### config.mk
export PLATFORM = sky130hd
export DESIGN_NAME = imem_ctrl
export DESIGN_NICKNAME = d
export VERILOG_FILES = /design/src/rtl/imem_pkg.sv /design/src/rtl/imem_ctrl_rr_arb2.sv /design/src/rtl/imem_ctrl.sv
export SDC_FILE = /design/constraint.sdc
export NUM_CORES = 1
export LEC_CHECK = 0
export BUFFER_PORTS_ARGS = -buffer_cell sky130_fd_sc_hd__buf_4
export CAP_MARGIN = 20
export CORE_MARGIN = 1.5
export CORE_UTILIZATION = 48
export DETAILED_ROUTE_END_ITERATION = 16
export PLACE_DENSITY_LB_ADDON = 0.25
export SLEW_MARGIN = 0
export SYNTH_ARGS = -nofsm -noshare
export SYNTH_HDL_FRONTEND = slang
export SYNTH_SLANG_ARGS = --single-unit
### constraint.sdc
create_clock -name clk -period 2.8 [get_ports clk]
set_input_delay 0.42 -clock clk [delete_from_list [all_inputs] [get_ports clk]]
set_output_delay 0.42 -clock clk [all_outputs]
set_load 0.02 [all_outputs]
### src/rtl/imem_pkg.sv
// -----------------------------------------------------------------------------
// imem_pkg
// Shared definitions for the instruction-memory controller slice.
//   state_t       : controller states (RUN, LOAD, DONE)
//   MEM_BYTES_DEF : default instruction memory size in bytes
//   WORD_BYTES    : bytes per instruction word
//   addr_fault()  : word-access legality check, evaluated in 64 bits so an
//                   address close to the top of the address space cannot wrap
//                   into range
// -----------------------------------------------------------------------------
package imem_pkg;

    typedef enum logic [1:0] {
        ST_RUN  = 2'd0,
        ST_LOAD = 2'd1,
        ST_DONE = 2'd2
    } state_t;

    localparam int MEM_BYTES_DEF = 128;
    localparam int WORD_BYTES    = 4;

    // A word access faults when it is not word aligned or when its last byte
    // lies beyond the end of the memory.
    function automatic logic addr_fault(input logic [63:0] addr,
                                        input logic [63:0] mem_bytes);
        return (addr[1:0] != 2'b00) ||
               ((addr + 64'(WORD_BYTES - 1)) > (mem_bytes - 64'd1));
    endfunction

endpackage

### src/rtl/imem_ctrl_rr_arb2.sv
// -----------------------------------------------------------------------------
// rr_arb2
// Two-requester round-robin arbiter with a one-bit priority pointer.
//   clk, rst_n : clock, asynchronous active-low reset
//   en         : arbitration enabled; no grant is issued while low
//   clr        : force the pointer back to favouring requester 0
//   req[1:0]   : requests (bit 0 = fetch, bit 1 = debug read)
//   gnt[1:0]   : one-hot grant, combinational from req and the pointer
// -----------------------------------------------------------------------------
module rr_arb2 (
    input  logic       clk,
    input  logic       rst_n,
    input  logic       en,
    input  logic       clr,
    input  logic [1:0] req,
    output logic [1:0] gnt
);

    // ptr = 0 favours requester 0, ptr = 1 favours requester 1
    logic ptr;

    always_comb begin
        gnt = 2'b00;
        if (en) begin
            if (req == 2'b11) begin
                gnt = ptr ? 2'b10 : 2'b01;
            end else begin
                gnt = req;
            end
        end
    end

    // After any grant the other requester gets priority next time.
    always_ff @(posedge clk or negedge rst_n) begin
        if (!rst_n) begin
            ptr <= 1'b0;
        end else if (clr) begin
            ptr <= 1'b0;
        end else if (gnt[0]) begin
            ptr <= 1'b1;
        end else if (gnt[1]) begin
            ptr <= 1'b0;
        end
    end

endmodule

### src/rtl/imem_ctrl.sv
// -----------------------------------------------------------------------------
// imem_ctrl
// Sequencer/arbiter in front of the byte-organised, big-endian instruction
// memory. Shares the memory between the IF fetch port and the debug unit, and
// lets the debug unit stream a program in byte by byte while the pipeline is
// stalled.
//
// Ports
//   clk, rst_n                        : clock, asynchronous active-low reset
//   fetch_req/addr -> fetch_instr/valid/fault, fetch_stall : IF port
//   dbg_rd_req/addr -> dbg_rd_data/valid : debug word read
//   dbg_load_start/len, dbg_byte/valid -> dbg_byte_ready  : program load
//   load_done, load_ovf, load_checksum : load status
//   mem_addr, mem_we, mem_wbyte (registered), mem_rword : memory array side
//
// Read timing: a grant registers mem_addr; the memory returns the word during
// the following cycle and it is registered onto *_instr/*_data with a one
// cycle *_valid pulse at the next edge.
//
// Build option: define IMEM_CHECKSUM_EN to get an 8-bit running sum of every
// accepted load byte on load_checksum; otherwise load_checksum is tied to 0.
// -----------------------------------------------------------------------------
module imem_ctrl
    import imem_pkg::*;
#(
    parameter int BITS_DIR  = 32,
    parameter int MEM_BYTES = MEM_BYTES_DEF,
    parameter int LEN_W     = 8
) (
    input  logic                clk,
    input  logic                rst_n,
    input  logic                fetch_req,
    input  logic [BITS_DIR-1:0] fetch_addr,
    output logic [BITS_DIR-1:0] fetch_instr,
    output logic                fetch_valid,
    output logic                fetch_stall,
    output logic                fetch_fault,
    input  logic                dbg_rd_req,
    input  logic [BITS_DIR-1:0] dbg_rd_addr,
    output logic [BITS_DIR-1:0] dbg_rd_data,
    output logic                dbg_rd_valid,
    input  logic                dbg_load_start,
    input  logic [LEN_W-1:0]    dbg_load_len,
    input  logic [7:0]          dbg_byte,
    input  logic                dbg_byte_valid,
    output logic                dbg_byte_ready,
    output logic                load_done,
    output logic                load_ovf,
    output logic [BITS_DIR-1:0] mem_addr,
    output logic                mem_we,
    output logic [7:0]          mem_wbyte,
    input  logic [BITS_DIR-1:0] mem_rword,
    output logic [7:0]          load_checksum
);

    state_t              state;
    state_t              state_nxt;
    logic [LEN_W-1:0]    load_len;
    logic [LEN_W-1:0]    load_cnt;
    logic [BITS_DIR-1:0] load_addr;
    logic                pend_fetch;
    logic                pend_dbg;
    logic                pend_fault;
    logic [1:0]          gnt;
    logic                arb_en;
    logic                fetch_flt;
    logic                dbg_flt;
    logic                load_full;
    logic                load_begin;
    logic                byte_take;
    logic                in_range;

    assign fetch_flt  = addr_fault(64'(fetch_addr), 64'(MEM_BYTES));
    assign dbg_flt    = addr_fault(64'(dbg_rd_addr), 64'(MEM_BYTES));
    assign load_full  = (load_cnt == load_len);
    assign load_begin = (state == ST_RUN) && dbg_load_start;
    assign byte_take  = dbg_byte_ready && dbg_byte_valid;
    assign in_range   = (load_addr < BITS_DIR'(MEM_BYTES));

    // No new reads are granted in the cycle a load is started.
    assign arb_en = (state == ST_RUN) && !dbg_load_start;

    rr_arb2 u_arb (
        .clk   (clk),
        .rst_n (rst_n),
        .en    (arb_en),
        .clr   (state == ST_DONE),
        .req   ({dbg_rd_req, fetch_req}),
        .gnt   (gnt)
    );

    always_ff @(posedge clk or negedge rst_n) begin
        if (!rst_n) begin
            state <= ST_RUN;
        end else begin
            state <= state_nxt;
        end
    end

    // LOAD leaves one edge after the last byte is taken, so the final
    // registered write strobe has already dropped when load_done is shown.
    always_comb begin
        state_nxt      = state;
        fetch_stall    = 1'b1;
        dbg_byte_ready = 1'b0;
        load_done      = 1'b0;
        case (state)
            ST_RUN: begin
                fetch_stall = fetch_req && !gnt[0];
                if (dbg_load_start) begin
                    state_nxt = (dbg_load_len == '0) ? ST_DONE : ST_LOAD;
                end
            end
            ST_LOAD: begin
                dbg_byte_ready = !load_full;
                if (load_full) begin
                    state_nxt = ST_DONE;
                end
            end
            ST_DONE: begin
                load_done = 1'b1;
                state_nxt = ST_RUN;
            end
            default: begin
                state_nxt = ST_RUN;
            end
        endcase
    end

    // Read pipeline, load address/counter and the registered memory strobes.
    // A faulting read leaves mem_addr untouched and returns 0.
    always_ff @(posedge clk or negedge rst_n) begin
        if (!rst_n) begin
            mem_addr     <= '0;
            mem_we       <= 1'b0;
            mem_wbyte    <= 8'h00;
            pend_fetch   <= 1'b0;
            pend_dbg     <= 1'b0;
            pend_fault   <= 1'b0;
            fetch_valid  <= 1'b0;
            fetch_fault  <= 1'b0;
            fetch_instr  <= '0;
            dbg_rd_valid <= 1'b0;
            dbg_rd_data  <= '0;
            load_len     <= '0;
            load_cnt     <= '0;
            load_addr    <= '0;
            load_ovf     <= 1'b0;
        end else begin
            mem_we     <= 1'b0;
            pend_fetch <= gnt[0];
            pend_dbg   <= gnt[1];
            pend_fault <= gnt[0] ? fetch_flt : (gnt[1] && dbg_flt);
            if (gnt[0] && !fetch_flt) begin
                mem_addr <= fetch_addr;
            end else if (gnt[1] && !dbg_flt) begin
                mem_addr <= dbg_rd_addr;
            end

            fetch_valid  <= pend_fetch;
            fetch_fault  <= pend_fetch && pend_fault;
            dbg_rd_valid <= pend_dbg;
            if (pend_fetch) begin
                fetch_instr <= pend_fault ? '0 : mem_rword;
            end
            if (pend_dbg) begin
                dbg_rd_data <= pend_fault ? '0 : mem_rword;
            end

            if (load_begin) begin
                load_len  <= dbg_load_len;
                load_cnt  <= '0;
                load_addr <= '0;
                load_ovf  <= 1'b0;
            end

            // Bytes past the end of memory are counted but never written.
            if (byte_take) begin
                load_cnt  <= load_cnt + LEN_W'(1);
                load_addr <= load_addr + BITS_DIR'(1);
                if (in_range) begin
                    mem_we    <= 1'b1;
                    mem_addr  <= load_addr;
                    mem_wbyte <= dbg_byte;
                end else begin
                    load_ovf <= 1'b1;
                end
            end
        end
    end

`ifdef IMEM_CHECKSUM_EN
    logic [7:0] csum;

    // Running modulo-256 sum of all accepted bytes, dropped ones included.
    always_ff @(posedge clk or negedge rst_n) begin
        if (!rst_n) begin
            csum <= 8'h00;
        end else if (load_begin) begin
            csum <= 8'h00;
        end else if (byte_take) begin
            csum <= csum + dbg_byte;
        end
    end

    assign load_checksum = csum;
`else
    assign load_checksum = 8'h00;
`endif

endmodule

# [Word level (Yosys, flattened, before mapping)]
# Cells that the tools add are included.
[totals] regBits=163 in_bits=118 out_inout_bits=120 elab_cells=81
[classes] addsub=4 order_cmp=3 eq_ne=6 mux=28 n_reduce_logical=23
[op_table] operator="two-way mux 32 bit" n=7
[op_table] operator="adder 32 x 2 -> 33 bit, second input constant" n=2
[op_table] operator="greater-than comparator 33 x 7 -> 1 bit, second input constant" n=2
[op_table] operator="adder 32 x 1 -> 32 bit, second input constant" n=1
[op_table] operator="< comparator 32 x 8 -> 1 bit, second input constant" n=1
[op_table] operator="two-way mux 8 bit" n=2
[op_table] operator="two-way mux 1 bit" n=12
[op_table] operator="two-way mux 2 bit" n=6
[op_table] operator="adder 8 x 1 -> 8 bit, second input constant" n=1
[op_table] operator="== test 8 bit" n=1
[op_table] operator="logical AND 1 bit" n=8
[op_table] operator="zero test 8 bit" n=1
[op_table] operator="nonzero test 2 bit" n=3
[op_table] operator="zero test 1 bit" n=5
[op_table] operator="== test 2 bit, second input constant" n=2
[op_table] operator="!= test 2 bit, second input constant" n=2
[op_table] operator="one-hot mux 2 bit (2 select lines)" n=1
[op_table] operator="AND reduction 2 bit" n=2
[op_table] operator="nonzero test 3 bit" n=1
[op_table] operator="== test 2 x 1 -> 1 bit, second input constant" n=1
[op_table] operator="zero test 2 bit" n=1
[op_table] operator="logical OR 1 bit" n=2

# [Logic depth before layout (Yosys ltp)]
# Gate-level depths: netlist of run 1.
[logic_depth] depth_word=9 mapped_depth=12 depth_no_buf=10

# [Cells and area by module]
# Synthesis of run 1 repeated with hierarchy kept, for this count alone.
[unflattened] hier_cells=835 area_unflattened_um2=8564.5
[by_module_without_submodules] mod="imem_ctrl" instances=1 cells_each=827 area_each_um2=8504.4
[by_module_without_submodules] mod="rr_arb2" instances=1 cells_each=8 area_each_um2=60.1

# [Least setup slack after synthesis of run 1]
# OpenSTA, ideal clock, no wires.
[synth_path] path_type="input -> register" from="in dbg_rd_addr[0]" to="reg mem_addr[11]" arrival_ns=2.851 required_time_ns=2.683 path_slack_ns=-0.167 cell_stages=12 path_buffers=2 cell_sequence="inv_1 > ha_1 > nand3b_1 > or4_1 > or4_1 > a32oi_1 > nand3_1 > nor4_2 > buf_6 > nor3_4 > buf_6 > and2_4"
[synth_via] elab_chain_len=9
[synth_lines] element="start, declared" line_no="imem_ctrl.sv:39" text="input logic [BITS_DIR-1:0] dbg_rd_addr,"
[synth_lines] element="adder 32 x 2 -> 33 bit" line_no="imem_pkg.sv:27" text="((addr + 64'(WORD_BYTES - 1)) > (mem_bytes - 64'd1));"
[synth_lines] element="greater-than comparator 33 x 7 -> 1 bit" line_no="imem_pkg.sv:27"
[synth_lines] element="logical OR 1 bit (*)" line_no="imem_pkg.sv:26" text="return (addr[1:0] != 2'b00) ||"
[synth_lines] element="zero test 1 bit (*)" line_no="imem_ctrl.sv:156" text="end else if (gnt[1] && !dbg_flt) begin"
[synth_lines] element="logical AND 1 bit (*)" line_no="imem_ctrl.sv:156"
[synth_lines] element="two-way mux 32 bit (*)" line_no="imem_ctrl.sv:156"
[synth_lines] element="two-way mux 32 bit (*)" line_no="imem_ctrl.sv:154" text="if (gnt[0] && !fetch_flt) begin"
[synth_lines] element="two-way mux 32 bit" line_no="imem_ctrl.sv:181" text="if (in_range) begin"
[synth_lines] element="two-way mux 32 bit (*)" line_no="imem_ctrl.sv:178" text="if (byte_take) begin"
[synth_lines] element="end signal, assigned" line_no="imem_ctrl.sv:155" text="mem_addr <= fetch_addr;"
[synth_lines] element="end signal, assigned" line_no="imem_ctrl.sv:157" text="mem_addr <= dbg_rd_addr;"
[synth_lines] element="end signal, assigned" line_no="imem_ctrl.sv:183" text="mem_addr <= load_addr;"
[synth_lines] element="end, declared" line_no="imem_ctrl.sv:49" text="output logic [BITS_DIR-1:0] mem_addr,"
# Every way passes the cells marked *; elsewhere a longest branch is shown, timed or not.
# A chain may end at the register's enable or synchronous reset.

# [Worst setup path in the final report of run 1]
[layout_path] from="in dbg_rd_addr[3]" to="reg mem_addr[18]"
[layout_via] elab_chain_len=9
[layout_lines] element="adder 32 x 2 -> 33 bit (*)" line_no="imem_pkg.sv:27"
[layout_lines] element="greater-than comparator 33 x 7 -> 1 bit (*)" line_no="imem_pkg.sv:27"
[layout_lines] element="logical OR 1 bit (*)" line_no="imem_pkg.sv:26"
[layout_lines] element="zero test 1 bit (*)" line_no="imem_ctrl.sv:156"
[layout_lines] element="logical AND 1 bit (*)" line_no="imem_ctrl.sv:156"
[layout_lines] element="two-way mux 32 bit (*)" line_no="imem_ctrl.sv:156"
[layout_lines] element="two-way mux 32 bit (*)" line_no="imem_ctrl.sv:154"
[layout_lines] element="two-way mux 32 bit" line_no="imem_ctrl.sv:181"
[layout_lines] element="two-way mux 32 bit (*)" line_no="imem_ctrl.sv:178"
# Marks and branches as above.

==> Flow_metrics.wiki, run 1 <==
{| class="wikitable"
! Metric !! Value
|-
| Fmax || 368 MHz
|-
| Type of the worst min-delay path || in -> async
|-
| Synth top area share || 48.0%
|-
| Synth async-reset ratio || 100%
|-
| Peak ir drop on the vdd network || 0.527 mV
|-
| Power Density || 776 nW/um^2
|-
| Worst r2r path cells || 9
|-
| Number of enable-type register cells in the synthesized netlist || 0
|-
| Iter 0 DRT Violations || 440
|-
| Count of state elements after synthesis || 163
|-
| Data required time at the worst endpoint || 3.16 ns
|-
| Pins Over Slew Limit || 0
|-
| Cells after Synth || 812
|-
| Nets@finish || 1,235
|-
| Full die area || 18,500 um^2
|-
| Final worst hold slack || -0.0123 ns
|-
| Sort of element at the start of the critical path || input pin
|-
| Final wirelength || 22,500 um
|-
| Global-route usage over all layers || 24.4%
|-
| Tightest Pin Transition || 0.772 ns
|-
| Max-cap viol count || 0
|-
| Syn_area_per_cell || 10.5 um^2
|-
| Post-DR wirelength/cell || 16.7 um
|-
| Total negative slack for setup checks || 0 ns
|-
| Number of rows created at floorplan || 48
|-
| Synth-to-layout area growth || 37.2%
|-
| DR vias || 7,387
|-
| Final design area excluding fillers || 11,700 um^2
|-
| Initial Util || 49.1%
|-
| Clock Tree Buf Depth || 2
|-
| Die height || 136 um
|-
| First-pass GRT wire length || 35,200 um
|-
| Data arrival at the endpoint of the critical path || 3.08 ns
|-
| CTS hold repair buffers || 0
|-
| Floorplan Core Area || 17,300 um^2
|-
| Clk root buf || clkbuf_16
|-
| Worst Skew || 0.0131 ns
|-
| Top post-synthesis cells by area || dfrtp_1 (48%), mux2_2 (9.5%), nand2_1 (3.7%)
|-
| GPL Wtd Cong || 0.936
|-
| CTS tree || built
|-
| Drt drc || 0
|-
| Setup repair after global routing missed its margin || true
|-
| Failing checks || hold timing
|-
| Port-buffer cells || 229
|-
| Worst relative slew slack || 48.3%
|-
| Instance area after placement || 11,000 um^2
|-
| Yosys Warn Count || 0
|-
| Antenna diode count || 0
|-
| Maximum net fanout on the critical path || 12
|-
| Antenna viol nets, final || 0
|-
| Number of sinks on the clock net || 163
|-
| Post-Syn Area || 8500 um^2
|-
| Crit path capture type || flop
|-
| Fill cells || 1,358
|-
| Worst reg2reg path startpoint || state[0]
|-
| Final Cycle Share || 97.1%
|-
| Number of CTS-inserted buffers || 17
|-
| DIE WIDTH || 136 um
|-
| Worst-skew pair later-pin latency || 0.43 ns
|-
| Yosys cell types || 64
|-
| Clock transition at the register clock pins on the worst setup and hold paths after CTS || 0.07 ns
|-
| Leakage Power || 5.46 nW
|-
| Worst setup path category || in -> reg
|-
| Cell accounting for the most synthesized area || dfrtp_1
|-
| Number of antenna violations at the first check in global routing || 0
|-
| Register area share after synthesis || 48.0%
|-
| Total overflow reported by the global router || 0
|-
| Setup violators final || 0
|-
| Launch point of the worst path || dbg_rd_addr[3]
|-
| Dominant register cell in the synthesized netlist || dfrtp_1
|-
| Routed vias/inst || 5.48
|-
| Ratio of cells with drive above 1 in the final layout || 42.0%
|-
| Number of H-tree levels || 4
|-
| Maximum number of pins on one net before global-route repair || 73
|-
| First-pass iteration count of the detailed router || 6
|-
| Number of endpoints with negative hold slack in the final report || 3
|-
| Post-layout min period || 2.72 ns
|-
| Half-perimeter wire length of the detailed placement result || 16,700 um
|-
| Run status || finished with violations
|-
| I/O pin count || 238
|-
| Number of global-route vias before repair || 7,056
|}
## worst max-delay path: stages
cell and delay (ns):
buf_4 0.10, nand4_4 0.19, or4_4 0.62, nor3_4 0.25, a311oi_1 0.12, o211ai_1 0.35, nor4_4 0.13, nor3_2 0.65
and2_4 0.25
## report_power, final
group	internal [mW]	switching [mW]
Combinational	1.58	1.82
Clock	1.16	1.00
Sequential	3.04	0.447
## sequential cells by signal, indices dropped and copies added, names as in the netlist, 2 cells and up
register and cells:
fetch_instr 32, dbg_rd_data 32, state 2, load_len 8
mem_wbyte 8, mem_addr 32, load_addr 32, load_cnt 8
## cell usage after synthesis, drive strengths merged, types with 8 or more instances
cell type	count
nor2	57
xnor2	15
inv	17
o21ai	33
nand4	30
xor2	11
and3	10
o31ai	19
a211oi	8
nand2	84
and2	26
nand3	52
nor2b	33
mux2i	22
mux2	72
nor3	15
clkbuf	24
or4	11
o211ai	8
nor4	19
buf	17
dfrtp	163
## layout make-up
type                            instances  area [um^2]  share of cell area (%)
Clock inverter                         14          125                    1.07
Sequential cell                       163         4080                    35.0
Inverter                               17         83.8                   0.719
Timing Repair Buffer                  313         2390                    20.5
Tap cell                              225          282                    2.42
Clock buffer                           18          429                    3.68
Multi-Input combinational cell        599         4260                    36.6
## metal layers
layer  track usage (%)  vias up  routed length (um)
met3              7.08       35                1750
li1                  -     3553                   -
met5                 0        -                   0
met1              30.1     3524                9350
met2              41.3      275               10900
met4              7.21        0                 440
## through the flow
stage          setup slack, ns  hold WS [ns]  power, mW  std cells  util, %
2_1_floorplan          -0.0681         0.124       5.34        819        -
3_3_place_gp            -0.438         0.470       6.80       1313     63.6
3_5_place_dp            -0.503         0.469       6.91       1313     63.6
4_1_cts                -0.0451        0.0194       9.11       1345     66.9
5_1_grt                -0.0493        0.0451       9.55       1349     67.4
6_report                0.0822       -0.0123       9.05       1349     67.4
## final timing paths
check | slack, ns | end
min in group clk | 0.17 | mem_wbyte[1]
worst min register to register | 0.49 | mem_wbyte[3]
max in group asynchronous | 2.09 | fetch_instr[10]
worst min-delay path | -0.01 | dbg_rd_data[28]
worst max-delay path | 0.08 | mem_addr[18]
worst max register to register | 0.10 | mem_addr[0]
## cells by family (layout without fill, tap and decap cells)
group | Yosys count | count (layout) | synth area share (%)
adders and majority gates | 6 | 6 | 0.884
muxes | 94 | 94 | 12.1
AOI/OAI and AO/OA | 107 | 107 | 9.18
DFF | 163 | 163 | 48.0
and+or+nand+nor | 357 | 358 | 23.9
xor gates and xnor gates | 26 | 26 | 2.68
buffers and inverters | 58 | 362 | 3.21
other | 1 | 8 | 0.0441
## timing repair
item,in CTS,in global routing
resized for setup,4,12
cloned,0,1
hold endpoints to repair,0,0
endpoints found under the setup margin,32,32
buffers inserted,0,3
pin swaps,3,5
## cells in the final DEF, fill, tap and decap left out, types with 16 or more instances in the layout
cell type,Yosys,layout
nand4_1,27,27
nand2_1,84,84
o21ai_0,33,32
and2_4,20,20
buf_4,8,306
dfrtp_1,163,163
mux2i_1,22,22
nor2_1,57,57
mux2_2,72,72
nor4_1,17,16
nor2b_1,33,33
o31ai_1,19,18
nand3_1,51,49
clkbuf_16,0,17
Note: power is estimated with default switching activity, not from simulation.
==> inputs of run 2 (changes only) <==
--- a/config.mk
+++ b/config.mk
@@ -8,7 +8,7 @@
 export BUFFER_PORTS_ARGS = -buffer_cell sky130_fd_sc_hd__buf_4
 export CAP_MARGIN = 20
 export CORE_MARGIN = 1.5
-export CORE_UTILIZATION = 48
+export CORE_UTILIZATION = 53
 export DETAILED_ROUTE_END_ITERATION = 16
 export PLACE_DENSITY_LB_ADDON = 0.25
 export SLEW_MARGIN = 0
==> constraint.sdc (replaced) <==
create_clock -name clk -period 3.1 [get_ports clk]
set_input_delay 0.465 -clock clk [delete_from_list [all_inputs] [get_ports clk]]
set_output_delay 0.465 -clock clk [all_outputs]
set_load 0.02 [all_outputs]
==> Flow_metrics.wiki, run 2 (synthesized netlist as in run 1, its figures left out) <==
{| class="wikitable"
! Metric !! Value
|-
| Run status || finished, final reports clean
|-
| Number of antenna violations at the first check in global routing || 0 (unchanged)
|-
| Power Density || 739 nW/um^2 (-4.8%)
|-
| Final cell utilization of the core || 72.1% (+4.7 points)
|-
| Setup violators final || 0 (unchanged)
|-
| Maximum net fanout on the critical path || 16 (+4)
|-
| Nets@finish || 1,207 (-2.3%)
|-
| Series of cell instances along the critical path || nor3_4, nand3_1, or4_1, a2111oi_4, nand4_4, buf_4, o31ai_1, mux2i_1, a211oi_1
|-
| CTS hold repair buffers || 0 (unchanged)
|-
| Floorplan Core Area || 15,800 um^2 (-8.8%)
|-
| I/O pin count || 238 (unchanged)
|-
| Fmax || 340 MHz
|-
| Antenna viol nets, final || 0 (unchanged)
|-
| Data required time at the worst endpoint || 3.42 ns (+0.26 ns)
|-
| Peak ir drop on the vdd network || 0.472 mV (-10%)
|-
| Most frequent cells in the layout || buf_4 (285), dfrtp_1 (163), nand2_1 (84), mux2_2 (72), nor2_1 (57)
|-
| Leakage Power || 5.33 nW (-2.4%)
|-
| Final wirelength || 22,200 um (-1.3%)
|-
| Worst relative slew slack || 38.6% (-9.7 points)
|-
| Setup repair after global routing missed its margin || false
|-
| Global-route usage over all layers || 26.5% (+2.1 points)
|-
| Post-layout power || 8.40 mW (-7.1%)
|-
| Type of the worst min-delay path || in -> async
|-
| Sort of element at the start of the critical path || flop
|-
| Number of global-route vias before repair || 7,185 (+1.8%)
|-
| GRT met1 Usage || 32.4% (+2.3 points)
|-
| Launch point of the worst path || state[1]
|-
| Tightest Pin Transition || 0.921 ns (+0.150 ns)
|-
| Grt peak-use layer || met2
|-
| Full die area || 16,800 um^2 (-9.2%)
|-
| Worst Skew || 0.00882 ns (-0.00423 ns)
|-
| GR Util met2 || 45.6% (+4.3 points)
|-
| DR vias || 7,354 (-0.45%)
|-
| Crit path max-delay cell type || or4_1
|-
| Maximum number of pins on one net before global-route repair || 69 (-5.5%)
|-
| Clk root buf || clkbuf_16
|-
| Worst-skew pair later-pin latency || 0.42 ns (about the same)
|-
| Initial Util || 53.9% (+4.8 points)
|-
| Synth-to-layout area growth || 33.8%
|-
| First-pass GRT wire length || 35,200 um (about the same)
|-
| Setup Buffers After CTS || 0 (unchanged)
|-
| GRT met3 Usage || 6.44% (-0.64 points)
|-
| Post-DR wirelength/cell || 16.9 um (+1.5%)
|-
| Pins Over Slew Limit || 0 (unchanged)
|-
| Number of rows created at floorplan || 46 (-4.2%)
|-
| First-pass iteration count of the detailed router || 6 (unchanged)
|-
| Port-buffer cells || 229 (unchanged)
|-
| Ratio of cells with drive above 1 in the final layout || 39.6% (-2.4 points)
|-
| CTS tree || built
|-
| Max-cap viol count || 0 (unchanged)
|-
| Clock Tree Buf Depth || 2 (unchanged)
|-
| Total negative slack for setup checks || 0 ns (unchanged)
|-
| Number of H-tree levels || 4 (unchanged)
|-
| Largest delay share family, worst path || simple AND/OR/NAND/NOR gates
|-
| Fill cells || 1,159 (-15%)
|-
| Routed vias/inst || 5.61 (+2.4%)
|-
| Slowest cell delay on critical path || 0.60 ns (-0.05 ns)
|-
| Antenna diode count || 0 (unchanged)
|-
| Worst setup path category || reg -> reg
|-
| Final Cycle Share || 95.0%
|-
| Post-layout min period || 2.94 ns
|-
| GPL Wtd Cong || 0.942 (+0.65%)
|-
| Number of endpoints with negative hold slack in the final report || 0 (-3)
|-
| Half-perimeter wire length of the detailed placement result || 16,300 um (-2.6%)
|-
| Iter 0 DRT Violations || 366 (-17%)
|-
| Total overflow reported by the global router || 0 (unchanged)
|-
| Number of buffer and inverter instances along the worst setup path || 1 (unchanged)
|-
| Number of sinks on the clock net || 163 (unchanged)
|-
| Number of CTS-inserted buffers || 17 (unchanged)
|-
| Die height || 130 um (-4.7%)
|-
| Clock transition at the register clock pins on the worst setup and hold paths after CTS || 0.07 ns (about the same)
|-
| DIE WIDTH || 130 um (-4.7%)
|-
| Crit path capture type || flop
|-
| Most frequent standard cell in the layout excluding fill and tap cells || buf_4
|-
| Data arrival at the endpoint of the critical path || 3.26 ns (+0.18 ns)
|-
| Drt drc || 0 (unchanged)
|-
| Worst reg2reg path startpoint || state[1]
|}
## run 2: layer usage
metal	vias up	part of all wire (%)
li1	3487	-
met2	258	49
met4	0	2.5
met1	3566	41
met3	43	7.0
met5	-	0
## run 2: worst reg2reg max path: cells and delay by family (launching register included)
| family | cells | cell delay, ns |
|---|---|---|
| AND/OR/NAND/NOR | 4 | 1.16 |
| multiplexers | 1 | 0.14 |
| flip-flops | 1 | 0.41 |
| AO/OA/AOI/OAI | 3 | 0.91 |
| buffers and inverters | 1 | 0.23 |
## run 2: per-stage QoR
stage	hold WS, ns	setup slack (ns)	cell area (um^2)	instances
after floorplan	0.169	0.0875	8520	819
after global placement	0.464	-0.136	10700	1280
after detailed placement	0.469	-0.194	10700	1280
after CTS	0.0582	0.123	11400	1312
after global routing	0.0813	0.0103	11400	1312
final	0.0333	0.155	11400	1312
## run 2: area by class of cell
cell class / instances / area (um^2) / area share [%]
Inverter: 17 / 63.8 / 0.561
Clock inverter: 14 / 196 / 1.73
Timing Repair Buffer: 286 / 2150 / 18.9
Tap cell: 216 / 270 / 2.38
Clock buffer: 18 / 439 / 3.86
Multi-Input combinational cell: 598 / 4170 / 36.7
Sequential cell: 163 / 4080 / 35.9
## run 2: final timing paths
kind,cells past startpoint,slack [ns],to
max in group asynchronous,2,2.13,fetch_instr[23]
max,9,0.16,mem_addr[3]
min,1,0.03,mem_addr[21]
min reg2reg,2,0.49,mem_wbyte[2]
max reg2reg,9,0.16,mem_addr[3]
min in group clk,3,0.23,mem_wbyte[4]
## run 2: repair_timing
action | in CTS | in global routing
resized for setup | 0 | 2
endpoints found under the hold margin | 0 | 0
setup endpoints to repair | 0 | 2
## run 2: report_power, final
part | total, mW | switching (mW) | internal (mW)
registers | 3.16 | 0.418 | 2.74
clock network | 2.24 | 0.921 | 1.32
logic | 3.00 | 1.61 | 1.40
total | 8.40 | 2.94 | 5.46
